`src/rtl/vend_pkg.sv`:
```
// Shared types and constants for the vend dispense controller.
// Also holds helpers for coin-return decode and counter sizing.
package vend_pkg;

   typedef logic [2:0] state_t;

   localparam state_t S_IDLE    = 3'd0;
   localparam state_t S_DISP    = 3'd1;
   localparam state_t S_EJ2_ON  = 3'd2;
   localparam state_t S_EJ2_GAP = 3'd3;
   localparam state_t S_EJ1_ON  = 3'd4;
   localparam state_t S_EJ1_GAP = 3'd5;
   localparam state_t S_FAULT   = 3'd6;

   typedef struct packed {
      logic [1:0] n2;
      logic       n1;
   } entry_t;

   localparam logic [1:0] N2_RET22 = 2'd2;

   // ret22 means two 2-unit coins and masks ret1/ret2
   function automatic entry_t mk_entry(
      input logic r1,
      input logic r2,
      input logic r22
   );
      entry_t e;
      if (r22) begin
         e.n2 = N2_RET22;
         e.n1 = 1'b0;
      end else begin
         e.n2 = {1'b0, r2};
         e.n1 = r1;
      end
      return e;
   endfunction

   function automatic int max3(
      input int a,
      input int b,
      input int c
   );
      int m;
      m = (a > b) ? a : b;
      return (m > c) ? m : c;
   endfunction

endpackage

```
`src/rtl/vend_if.sv`:
```
// Sale handshake and mechanism bus between the coin FSM,
// the dispense controller and the vend mechanism.
interface vend_if;

   logic pour;
   logic ret1;
   logic ret2;
   logic ret22;
   logic disp_done;
   logic fault_clr;

   logic motor_on;
   logic eject1;
   logic eject2;
   logic vend_done;
   logic busy;
   logic inhibit;
   logic fault;
   logic overflow;

   modport master (
      output pour, ret1, ret2, ret22,
      output disp_done, fault_clr,
      input  motor_on, eject1, eject2,
      input  vend_done, busy, inhibit,
      input  fault, overflow
   );

   modport slave (
      input  pour, ret1, ret2, ret22,
      input  disp_done, fault_clr,
      output motor_on, eject1, eject2,
      output vend_done, busy, inhibit,
      output fault, overflow
   );

endinterface

```
`src/rtl/vend_txn_fifo.sv`:
```
// Pending-sale queue: sync FIFO with count and same-cycle push+pop.
// A push into a full queue is taken only if a pop frees a slot.
module vend_txn_fifo
   import vend_pkg::*;
#(
   parameter int DEPTH = 2,
   localparam int CNTW = $clog2(DEPTH + 1)
) (
   input  logic            clk,
   input  logic            rst,
   input  logic            push,
   input  logic            pop,
   input  entry_t          din,
   output entry_t          dout,
   output logic            full,
   output logic            empty,
   output logic [CNTW-1:0] count
);

   localparam int PW = (DEPTH > 1) ? $clog2(DEPTH) : 1;

   entry_t          mem [DEPTH];
   logic [PW-1:0]   wp;
   logic [PW-1:0]   rp;
   logic            acc;
   logic            deq;

   function automatic logic [PW-1:0] inc(
      input logic [PW-1:0] p
   );
      return (p == PW'(DEPTH - 1)) ? '0 : p + PW'(1);
   endfunction

   assign full  = (count == CNTW'(DEPTH));
   assign empty = (count == '0);
   assign acc   = push && (!full || pop);
   assign deq   = pop && !empty;
   assign dout  = mem[rp];

   always_ff @(posedge clk) begin
      if (acc) begin
         mem[wp] <= din;
      end
   end

   always_ff @(posedge clk) begin
      if (rst) begin
         wp    <= '0;
         rp    <= '0;
         count <= '0;
      end else begin
         if (acc) begin
            wp <= inc(wp);
         end
         if (deq) begin
            rp <= inc(rp);
         end
         count <= count + CNTW'(acc) - CNTW'(deq);
      end
   end

endmodule

```
`src/rtl/vend_dispense_ctrl.sv`:
```
// Vend sequencer: queues decided sales, runs the motor until ack,
// then pulses the 2-unit and 1-unit hoppers once per change coin.
module vend_dispense_ctrl
   import vend_pkg::*;
#(
   parameter int DEPTH       = 2,
   parameter int TIMEOUT     = 64,
   parameter int EJECT_PULSE = 2,
   parameter int EJECT_GAP   = 4
) (
   input logic clk,
   input logic rst,
   vend_if.slave bus
);

   localparam int MX   = max3(TIMEOUT, EJECT_PULSE, EJECT_GAP);
   localparam int CW   = $clog2(MX + 1);
   localparam int CNTW = $clog2(DEPTH + 1);

   localparam logic [CW-1:0] TMO_LAST = CW'(TIMEOUT - 1);
   localparam logic [CW-1:0] PUL_LAST = CW'(EJECT_PULSE - 1);
   localparam logic [CW-1:0] GAP_LAST = CW'(EJECT_GAP - 1);

   state_t          st;
   state_t          nxt;
   logic [CW-1:0]   cnt;
   logic [CW-1:0]   cnt_nxt;
   logic [1:0]      n2;
   logic [1:0]      n2_nxt;
   logic            n1;
   logic            n1_nxt;
   logic            done;

   logic            cap_v;
   entry_t          cap_e;
   entry_t          head;
   logic            qfull;
   logic            qempty;
   logic [CNTW-1:0] qcnt;
   logic [CNTW-1:0] qcnt_nxt;
   logic            qacc;
   logic            pop;

   logic motor_q;
   logic ej1_q;
   logic ej2_q;
   logic vd_q;
   logic busy_q;
   logic inh_q;
   logic flt_q;
   logic ovf_q;

   vend_txn_fifo #(
      .DEPTH (DEPTH)
   ) u_fifo (
      .clk   (clk),
      .rst   (rst),
      .push  (cap_v),
      .pop   (pop),
      .din   (cap_e),
      .dout  (head),
      .full  (qfull),
      .empty (qempty),
      .count (qcnt)
   );

   assign pop      = (st == S_IDLE) && !qempty;
   assign qacc     = cap_v && (!qfull || pop);
   assign qcnt_nxt = qcnt + CNTW'(qacc) - CNTW'(pop);

   always_comb begin
      nxt     = st;
      cnt_nxt = cnt;
      n2_nxt  = n2;
      n1_nxt  = n1;
      done    = 1'b0;
      unique case (1'b1)
         (st == S_IDLE): begin
            if (pop) begin
               nxt     = S_DISP;
               cnt_nxt = '0;
               n2_nxt  = head.n2;
               n1_nxt  = head.n1;
            end
         end
         (st == S_DISP): begin
            // an ack on the last allowed cycle beats the timeout
            if (bus.disp_done) begin
               cnt_nxt = '0;
               if (n2 != 2'd0) begin
                  nxt = S_EJ2_ON;
               end else if (n1) begin
                  nxt = S_EJ1_ON;
               end else begin
                  nxt  = S_IDLE;
                  done = 1'b1;
               end
            end else if (cnt == TMO_LAST) begin
               nxt     = S_FAULT;
               cnt_nxt = '0;
            end else begin
               cnt_nxt = cnt + CW'(1);
            end
         end
         (st == S_EJ2_ON): begin
            if (cnt == PUL_LAST) begin
               nxt     = S_EJ2_GAP;
               cnt_nxt = '0;
               n2_nxt  = n2 - 2'd1;
            end else begin
               cnt_nxt = cnt + CW'(1);
            end
         end
         (st == S_EJ2_GAP): begin
            if (cnt == GAP_LAST) begin
               cnt_nxt = '0;
               if (n2 != 2'd0) begin
                  nxt = S_EJ2_ON;
               end else if (n1) begin
                  nxt = S_EJ1_ON;
               end else begin
                  nxt  = S_IDLE;
                  done = 1'b1;
               end
            end else begin
               cnt_nxt = cnt + CW'(1);
            end
         end
         (st == S_EJ1_ON): begin
            if (cnt == PUL_LAST) begin
               nxt     = S_EJ1_GAP;
               cnt_nxt = '0;
               n1_nxt  = 1'b0;
            end else begin
               cnt_nxt = cnt + CW'(1);
            end
         end
         (st == S_EJ1_GAP): begin
            if (cnt == GAP_LAST) begin
               cnt_nxt = '0;
               nxt     = S_IDLE;
               done    = 1'b1;
            end else begin
               cnt_nxt = cnt + CW'(1);
            end
         end
         (st == S_FAULT): begin
            if (bus.fault_clr) begin
               nxt = S_IDLE;
            end
         end
         default: begin
            nxt = S_IDLE;
         end
      endcase
   end

   // outputs are registered from the next state so they track st exactly
   always_ff @(posedge clk) begin
      if (rst) begin
         st      <= S_IDLE;
         cnt     <= '0;
         n2      <= '0;
         n1      <= 1'b0;
         cap_v   <= 1'b0;
         cap_e   <= '0;
         motor_q <= 1'b0;
         ej1_q   <= 1'b0;
         ej2_q   <= 1'b0;
         vd_q    <= 1'b0;
         busy_q  <= 1'b0;
         inh_q   <= 1'b0;
         flt_q   <= 1'b0;
         ovf_q   <= 1'b0;
      end else begin
         st      <= nxt;
         cnt     <= cnt_nxt;
         n2      <= n2_nxt;
         n1      <= n1_nxt;
         cap_v   <= bus.pour;
         cap_e   <= mk_entry(bus.ret1, bus.ret2, bus.ret22);
         motor_q <= (nxt == S_DISP);
         ej1_q   <= (nxt == S_EJ1_ON);
         ej2_q   <= (nxt == S_EJ2_ON);
         vd_q    <= done;
         busy_q  <= (nxt != S_IDLE) || (qcnt_nxt != '0);
         inh_q   <= (qcnt_nxt == CNTW'(DEPTH)) || (nxt == S_FAULT);
         flt_q   <= (nxt == S_FAULT);
         ovf_q   <= ovf_q || (cap_v && qfull && !pop);
      end
   end

   assign bus.motor_on  = motor_q;
   assign bus.eject1    = ej1_q;
   assign bus.eject2    = ej2_q;
   assign bus.vend_done = vd_q;
   assign bus.busy      = busy_q;
   assign bus.inhibit   = inh_q;
   assign bus.fault     = flt_q;
   assign bus.overflow  = ovf_q;

endmodule

```
`src/flat_wrapper.sv`:
```
// flat-port wrapper written by rule: the top's interface ports become plain ports
module vend_dispense_ctrl_flat import vend_pkg::*;
#(
   parameter int DEPTH       = 2,
   parameter int TIMEOUT     = 64,
   parameter int EJECT_PULSE = 2,
   parameter int EJECT_GAP   = 4
)
  (clk, rst, bus_pour, bus_ret1, bus_ret2, bus_ret22, bus_disp_done, bus_fault_clr, bus_motor_on, bus_eject1, bus_eject2, bus_vend_done, bus_busy, bus_inhibit, bus_fault, bus_overflow);
  vend_if bus_i ();
  input logic clk;
  input logic rst;
  input wire logic [$bits(bus_i.pour)-1:0] bus_pour;
  input wire logic [$bits(bus_i.ret1)-1:0] bus_ret1;
  input wire logic [$bits(bus_i.ret2)-1:0] bus_ret2;
  input wire logic [$bits(bus_i.ret22)-1:0] bus_ret22;
  input wire logic [$bits(bus_i.disp_done)-1:0] bus_disp_done;
  input wire logic [$bits(bus_i.fault_clr)-1:0] bus_fault_clr;
  output wire logic [$bits(bus_i.motor_on)-1:0] bus_motor_on;
  output wire logic [$bits(bus_i.eject1)-1:0] bus_eject1;
  output wire logic [$bits(bus_i.eject2)-1:0] bus_eject2;
  output wire logic [$bits(bus_i.vend_done)-1:0] bus_vend_done;
  output wire logic [$bits(bus_i.busy)-1:0] bus_busy;
  output wire logic [$bits(bus_i.inhibit)-1:0] bus_inhibit;
  output wire logic [$bits(bus_i.fault)-1:0] bus_fault;
  output wire logic [$bits(bus_i.overflow)-1:0] bus_overflow;
  assign bus_i.pour = bus_pour;
  assign bus_i.ret1 = bus_ret1;
  assign bus_i.ret2 = bus_ret2;
  assign bus_i.ret22 = bus_ret22;
  assign bus_i.disp_done = bus_disp_done;
  assign bus_i.fault_clr = bus_fault_clr;
  assign bus_motor_on = bus_i.motor_on;
  assign bus_eject1 = bus_i.eject1;
  assign bus_eject2 = bus_i.eject2;
  assign bus_vend_done = bus_i.vend_done;
  assign bus_busy = bus_i.busy;
  assign bus_inhibit = bus_i.inhibit;
  assign bus_fault = bus_i.fault;
  assign bus_overflow = bus_i.overflow;
  vend_dispense_ctrl #(.DEPTH(DEPTH), .TIMEOUT(TIMEOUT), .EJECT_PULSE(EJECT_PULSE), .EJECT_GAP(EJECT_GAP)) u_core (.clk(clk), .rst(rst), .bus(bus_i));
endmodule
```
`config.mk`:
```
export PLATFORM = sky130hd
export DESIGN_NAME = vend_dispense_ctrl_flat
export DESIGN_NICKNAME = d
export VERILOG_FILES = /design/src/rtl/vend_pkg.sv /design/src/rtl/vend_if.sv /design/src/rtl/vend_txn_fifo.sv /design/src/rtl/vend_dispense_ctrl.sv /design/src/flat_wrapper.sv
export SDC_FILE = /design/constraint.sdc
export NUM_CORES = 1
export LEC_CHECK = 0
export ABC_AREA = 1
export CORE_MARGIN = 1
export CORE_UTILIZATION = 43
export CTS_CLUSTER_DIAMETER = 30
export DETAILED_ROUTE_END_ITERATION = 6
export GPL_ROUTABILITY_DRIVEN = 1
export RECOVER_POWER = 25
export SLEW_MARGIN = 20
export SYNTH_ARGS = -nofsm -noshare
export SYNTH_HDL_FRONTEND = slang
export SYNTH_SLANG_ARGS = --single-unit
```
`constraint.sdc`:
```
create_clock -name clk -period 2.41 [get_ports clk]
set_input_delay 0.6025 -clock clk [delete_from_list [all_inputs] [get_ports clk]]
set_output_delay 0.6025 -clock clk [all_outputs]
set_load 0.01 [all_outputs]
```
# Word level (Yosys, flattened, before mapping)
# Memory sizes are Yosys's and may differ from the RTL's. A register that Yosys moved wholly into a read port is not among the register bits.
# Cells that the tools add are included.
# Widths: inputs -> output; s select.
dict set report op_classes {
  reduce_logical 26
  n_eq_ne 18
  addsub 7
  n_mux 36
}
# op count
set ops {}
lappend ops {{$mux 7} 5}
lappend ops {{$mux 3} 11}
lappend ops {{$pmux 7 s4} 1}
lappend ops {{$pmux 3 s7} 1}
lappend ops {{$eq 3x3->1 const B} 5}
lappend ops {{$mux 1} 13}
lappend ops {{$eq 3x2->1 const B} 3}
lappend ops {{$reduce_bool 2->1} 4}
lappend ops {{$add 7x1->7 const B} 1}
lappend ops {{$eq 7x1->1 const B} 1}
lappend ops {{$eq 7x2->1 const B} 1}
lappend ops {{$eq 7x6->1 const B} 1}
lappend ops {{$eq 3x1->1 const B} 2}
lappend ops {{$reduce_and 3->1} 2}
lappend ops {{$reduce_or 2->1} 3}
lappend ops {{$logic_and 1x1->1} 5}
lappend ops {{$eq 2x2->1 const B} 2}
lappend ops {{$logic_or 1x1->1} 4}
lappend ops {{$mux 2} 2}
lappend ops {{$ne 2x1->1 const B} 2}
lappend ops {{$pmux 2 s2} 1}
lappend ops {{$reduce_bool 4->1} 1}
lappend ops {{$sub 2x1->2} 2}
lappend ops {{$logic_not 1->1} 3}
lappend ops {{10 further kinds} 11}
dict set report word_totals {
  output_inout_bits 8
  memories 1
  mem_bits_rw 6
  reg_bits 29
}
# memory depth word_bits rd rd_ports_with_merged_regs wr line
set mem_list {}
lappend mem_list {u_core.u_fifo.mem 2 3 1 1 1 vend_txn_fifo.sv:22} ;# entry_t mem [DEPTH];

# Depth between registers and ports, before layout
dict set report depth {
  depth_word 9
  mapped_depth 13
  ltp_nobuf 13
}

# Modules after synthesis
# From an unflattened synthesis, not the netlist that was laid out.
dict set report hier_totals {
  cells_unflattened 245
  hier_area_um2 1767.9
}
# module cells_per_inst seq_area_each_um2 instances area_each_um2
set modules_own_cells {}
lappend modules_own_cells {vend_dispense_ctrl 198 500.5 1 1301.2}
lappend modules_own_cells {vend_txn_fifo 47 280.3 1 466.7}

# Least setup slack after synthesis
# No wires, ideal clock.
dict set report synth_path {
  path_kind {register to register}
  startpoint {register u_core.u_fifo.count[1]}
  endpoint {register u_core.busy_q (netlist: u_core.bus.busy)}
  path_stages_with_launch 13
  period_less_slack_ns 1.847
  setup_time_ns 0.132
  setup_slack_ns 0.563
  required_ns 2.278
  n_path_buf 0
  arrival_time_ns 1.715
  cell_sequence {dfxtp_1 > nor2_1 > nor3_4 > inv_2 > nand2_1 > nand2_1 > inv_1 > ha_1 > inv_1 > ha_1 > nand2_1 > nor3_1 > a21oi_1}
}
dict set report synth_via {
  elab_chain_cells 9
  word_cells_on_any_way 14
  classes_between {2 x add/sub; 1 x eq/ne; 2 x mux; 9 x reduce/logical}
}
# element line
set synth_rtl {}
lappend synth_rtl {{start: declaration} vend_txn_fifo.sv:17} ;# output logic [CNTW-1:0] count
lappend synth_rtl {{start signal: assignment} vend_txn_fifo.sv:58} ;# count <= count + CNTW'(acc) - CNTW'(deq);
lappend synth_rtl {{$logic_not 2->1} vend_txn_fifo.sv:35} ;# assign empty = (count == '0);
lappend synth_rtl {{$logic_not 1->1} vend_dispense_ctrl.sv:67} ;# assign pop = (st == S_IDLE) && !qempty;
lappend synth_rtl {{$logic_and 1x1->1} vend_dispense_ctrl.sv:67}
lappend synth_rtl {{$logic_or 1x1->1 *} vend_dispense_ctrl.sv:68} ;# assign qacc = cap_v && (!qfull || pop);
lappend synth_rtl {{$logic_and 1x1->1 *} vend_dispense_ctrl.sv:68}
lappend synth_rtl {{via u_core.qacc} vend_dispense_ctrl.sv:41} ;# logic qacc;
lappend synth_rtl {{$add 2x1->2 *} vend_dispense_ctrl.sv:69} ;# assign qcnt_nxt = qcnt + CNTW'(qacc) - CNTW'(pop);
lappend synth_rtl {{$sub 2x1->2 *} vend_dispense_ctrl.sv:69}
lappend synth_rtl {{$reduce_bool 2->1 *} vend_dispense_ctrl.sv:186} ;# busy_q <= (nxt != S_IDLE) || (qcnt_nxt != '0);
lappend synth_rtl {{$logic_or 1x1->1 *} vend_dispense_ctrl.sv:186}
lappend synth_rtl {{end signal: assignment} vend_dispense_ctrl.sv:186}
lappend synth_rtl {{end: declaration} vend_dispense_ctrl.sv:48} ;# logic busy_q;
# The timed path passes the listed nets; every way through them passes the cells marked *.
# A chain may end at the register's enable or synchronous reset.

# Worst setup path after layout
# Ends and elaborated chain as after synthesis.

==> out/metrics.yaml <==
status:
  outcome: "finished, final reports clean"
floorplan:
  num_rows: 22
  ios: 16
  die_h_um: 65
  coreArea_sq_um: 3740
  die_x_um: 65
  die-area_sq_um: 4230
  start_util: 0.456
route:
  dr.pass1.iters: 4
  drt_iter0_markers: 66
  wl_per_cell_um: 11.1
  drt-vias-per-instance: 4.77
  ant_nets: 0
  drc_errors: 0
  num_vias: 1459
  routed_wl_um: 3380
clock_tree:
  worst_skew_pair.late_latency_ns: 0.29
  cts_made_buffers: 5
  cts_resized: 0
  htreeDepth: 2
  cts-root-buf: "clkbuf_8"
  clkSinkCount: 36
  tritoncts: "built"
  path_clk_slew_ns: 0.07
  cts_hold_buffers: 0
  clk_path_buf_depth: 2
  postCtsSetupBuffers: 0
yosys:
  synth.area.top_cells: "dfxtp_1 (35%), edfxtp_1 (11%), nand2_1 (11%)"
  ys_ff_latch: 36
  yosys_warnings: 0
  yosysTopAreaCell: "dfxtp_1"
  syn_nets: 249
  netlist_instances: 236
  yosysTopAreaCellShare: 0.352
  seq_area_frac_synth: 0.457
  synth_cell_types: 24
  netlist_area_sq_um: 1710
  syn_avg_cell_area_sq_um: 7.23
sta:
  fin_ws_ns: 0.440
  worst_pin_slew_ns: 0.674
  fin_crit_ns: 1.97
  fin_setup_tns_ns: 0
  fin_skew_ns: 0.00774
  min_period_over_period: 0.817
  grt_setup_unrepaired: "false"
  hold_viol: 0
  timing.hold.ws_ns: 0.431
  fmaxAchievable_ghz: 0.508
  finalSetupViolCount: 0
  slew_violations: 0
  maxSlewHeadroom: 0.550
worst_hold_path:
  hp-class: "reg -> reg"
setup_path:
  startpoint_type: "flop"
  crit_fanout: 3
  end_kind: "flop"
  critPathKind: "reg -> reg"
  required_ns: 2.55
  critPathArrivalTime_ns: 2.11
  r2r_slack_ns: 0.44
cells_and_area:
  final_common_cell: "nand2_1"
  syn2layout_area_growth_pct: 18.6
  nNetsFinal: 270
  final_cell_area_sq_um: 2020
  antennaDiodeCount: 0
  drive_above_1_share: 0.0698
  most-common-layout-cells: "nand2_1 (48), inv_1 (40), nor2_1 (34), dfxtp_1 (30), nand3_1 (18)"
power_and_ir_drop:
  vdd_ir_drop_max_mv: 0.565
  p_leak_uw: 0.000930
  power_uw: 2180
  powerDensity_nw_per_um2: 1080
global_route:
  grt.total_usage: 0.180
  first_global_vias: 1279
  grt_overflow: 0
  grt_max_degree: 16
  antenna_found_initial: 0
  grt_pass1_wl_um: 5660
placed_design:
  place_area_sq_um: 1920
  io_buffers: 15
  routabilityCongestion: 0.822
  place_hpwl_um: 2600
  place_ws_ns: 0.338
run:
  cap_viol_max_count: 0
[critical path, cell delays in order (launching register included)]
cell and delay (ns):
dfxtp_1 0.33, nor2_1 0.24, nor3_4 0.07, inv_2 0.08, nand2_1 0.05, nand2_1 0.10
inv_1 0.06, ha_1 0.27, inv_1 0.04, ha_1 0.29, nand2_1 0.06, nor3_1 0.16
a21oi_1 0.08
[sequential cells by signal (all words and copies together), names as in the netlist, named ones only]
name	cells
u_core.bus.busy	1
u_core.bus.eject1	1
u_core.bus.eject2	1
u_core.bus.fault	1
u_core.bus.inhibit	1
u_core.bus.motor_on	1
u_core.bus.overflow	1
u_core.bus.vend_done	1
u_core.cap_e	3
u_core.cap_v	1
u_core.cnt	7
u_core.n1	1
u_core.n2	2
u_core.st	3
u_core.u_fifo.count	2
u_core.u_fifo.mem	6
u_core.u_fifo.rp	1
u_core.u_fifo.wp	1
[final cells by class]
type | count | area, sq um
Clock buffer | 6 | 72.6
Clock inverter | 2 | 35.0
Fill cell | 382 | 1720
Inverter | 43 | 161
Multi-Input combinational cell | 154 | 753
Sequential cell | 36 | 781
Tap cell | 48 | 60.1
Timing Repair Buffer | 17 | 161
[cells by family (layout without fill, tap and decap cells)]
logic type / count (synthesis) / in the layout / synth area share
fa+ha+maj: 5 / 5 / 0.0367
flops: 36 / 36 / 0.457
buf+inv: 46 / 68 / 0.101
mux: 1 / 1 / 0.00587
simple gates: 116 / 116 / 0.297
compound gates: 30 / 30 / 0.0916
xor+xnor: 2 / 2 / 0.0103
[power by group]
group          switching, uW  internal [uW]  total, uW
Sequential              83.2            735        819
Clock                    216            307        523
Combinational            518            322        841
Total                    817           1360       2180
[path summary, 6_finish.rpt]
check,from,to,cells past startpoint
worst max-delay path,u_core.u_fifo.count[1],u_core.bus.busy,12
worst min-delay path,u_core.cap_e[1],u_core.u_fifo.mem[0][1],0
worst min register to register,u_core.cap_e[1],u_core.u_fifo.mem[0][1],0
worst max register to register,u_core.u_fifo.count[1],u_core.bus.busy,12
[cells in the mapped netlist]
cell type and number:
a211oi_1 1, a21oi_1 14, clkbuf_1 3, dfxtp_1 30
edfxtp_1 6, ha_1 5, inv_1 40, inv_2 3
mux2i_1 1, nand2_1 48, nand2_2 2, nand3_1 18
nand4_1 2, nor2_1 34, nor2_2 3, nor3_1 4
nor3_4 1, nor3b_1 3, o211ai_1 1, o21ai_0 13
o22ai_1 1, or2_2 1, xnor2_1 1, xor2_1 1
[layer usage]
metal | vias to the layer above | wire [um] | track usage
li1 | 782 | - | -
met1 | 646 | 1700 | 0.238
met2 | 29 | 1500 | 0.275
met3 | 2 | 170 | 0.0546
met4 | 0 | 17 | 0.0667
met5 | - | 0 | 0
[through the flow]
| stage | std cells | util |
|---|---|---|
| 3_3_place_gp | 298 | 0.513 |
| 5_1_grt | 306 | 0.541 |
| 6_report | 306 | 0.541 |
| 3_5_place_dp | 298 | 0.513 |
| 4_1_cts | 306 | 0.542 |
| 2_1_floorplan | 236 | - |
Power figures use the tool's default switching activity.
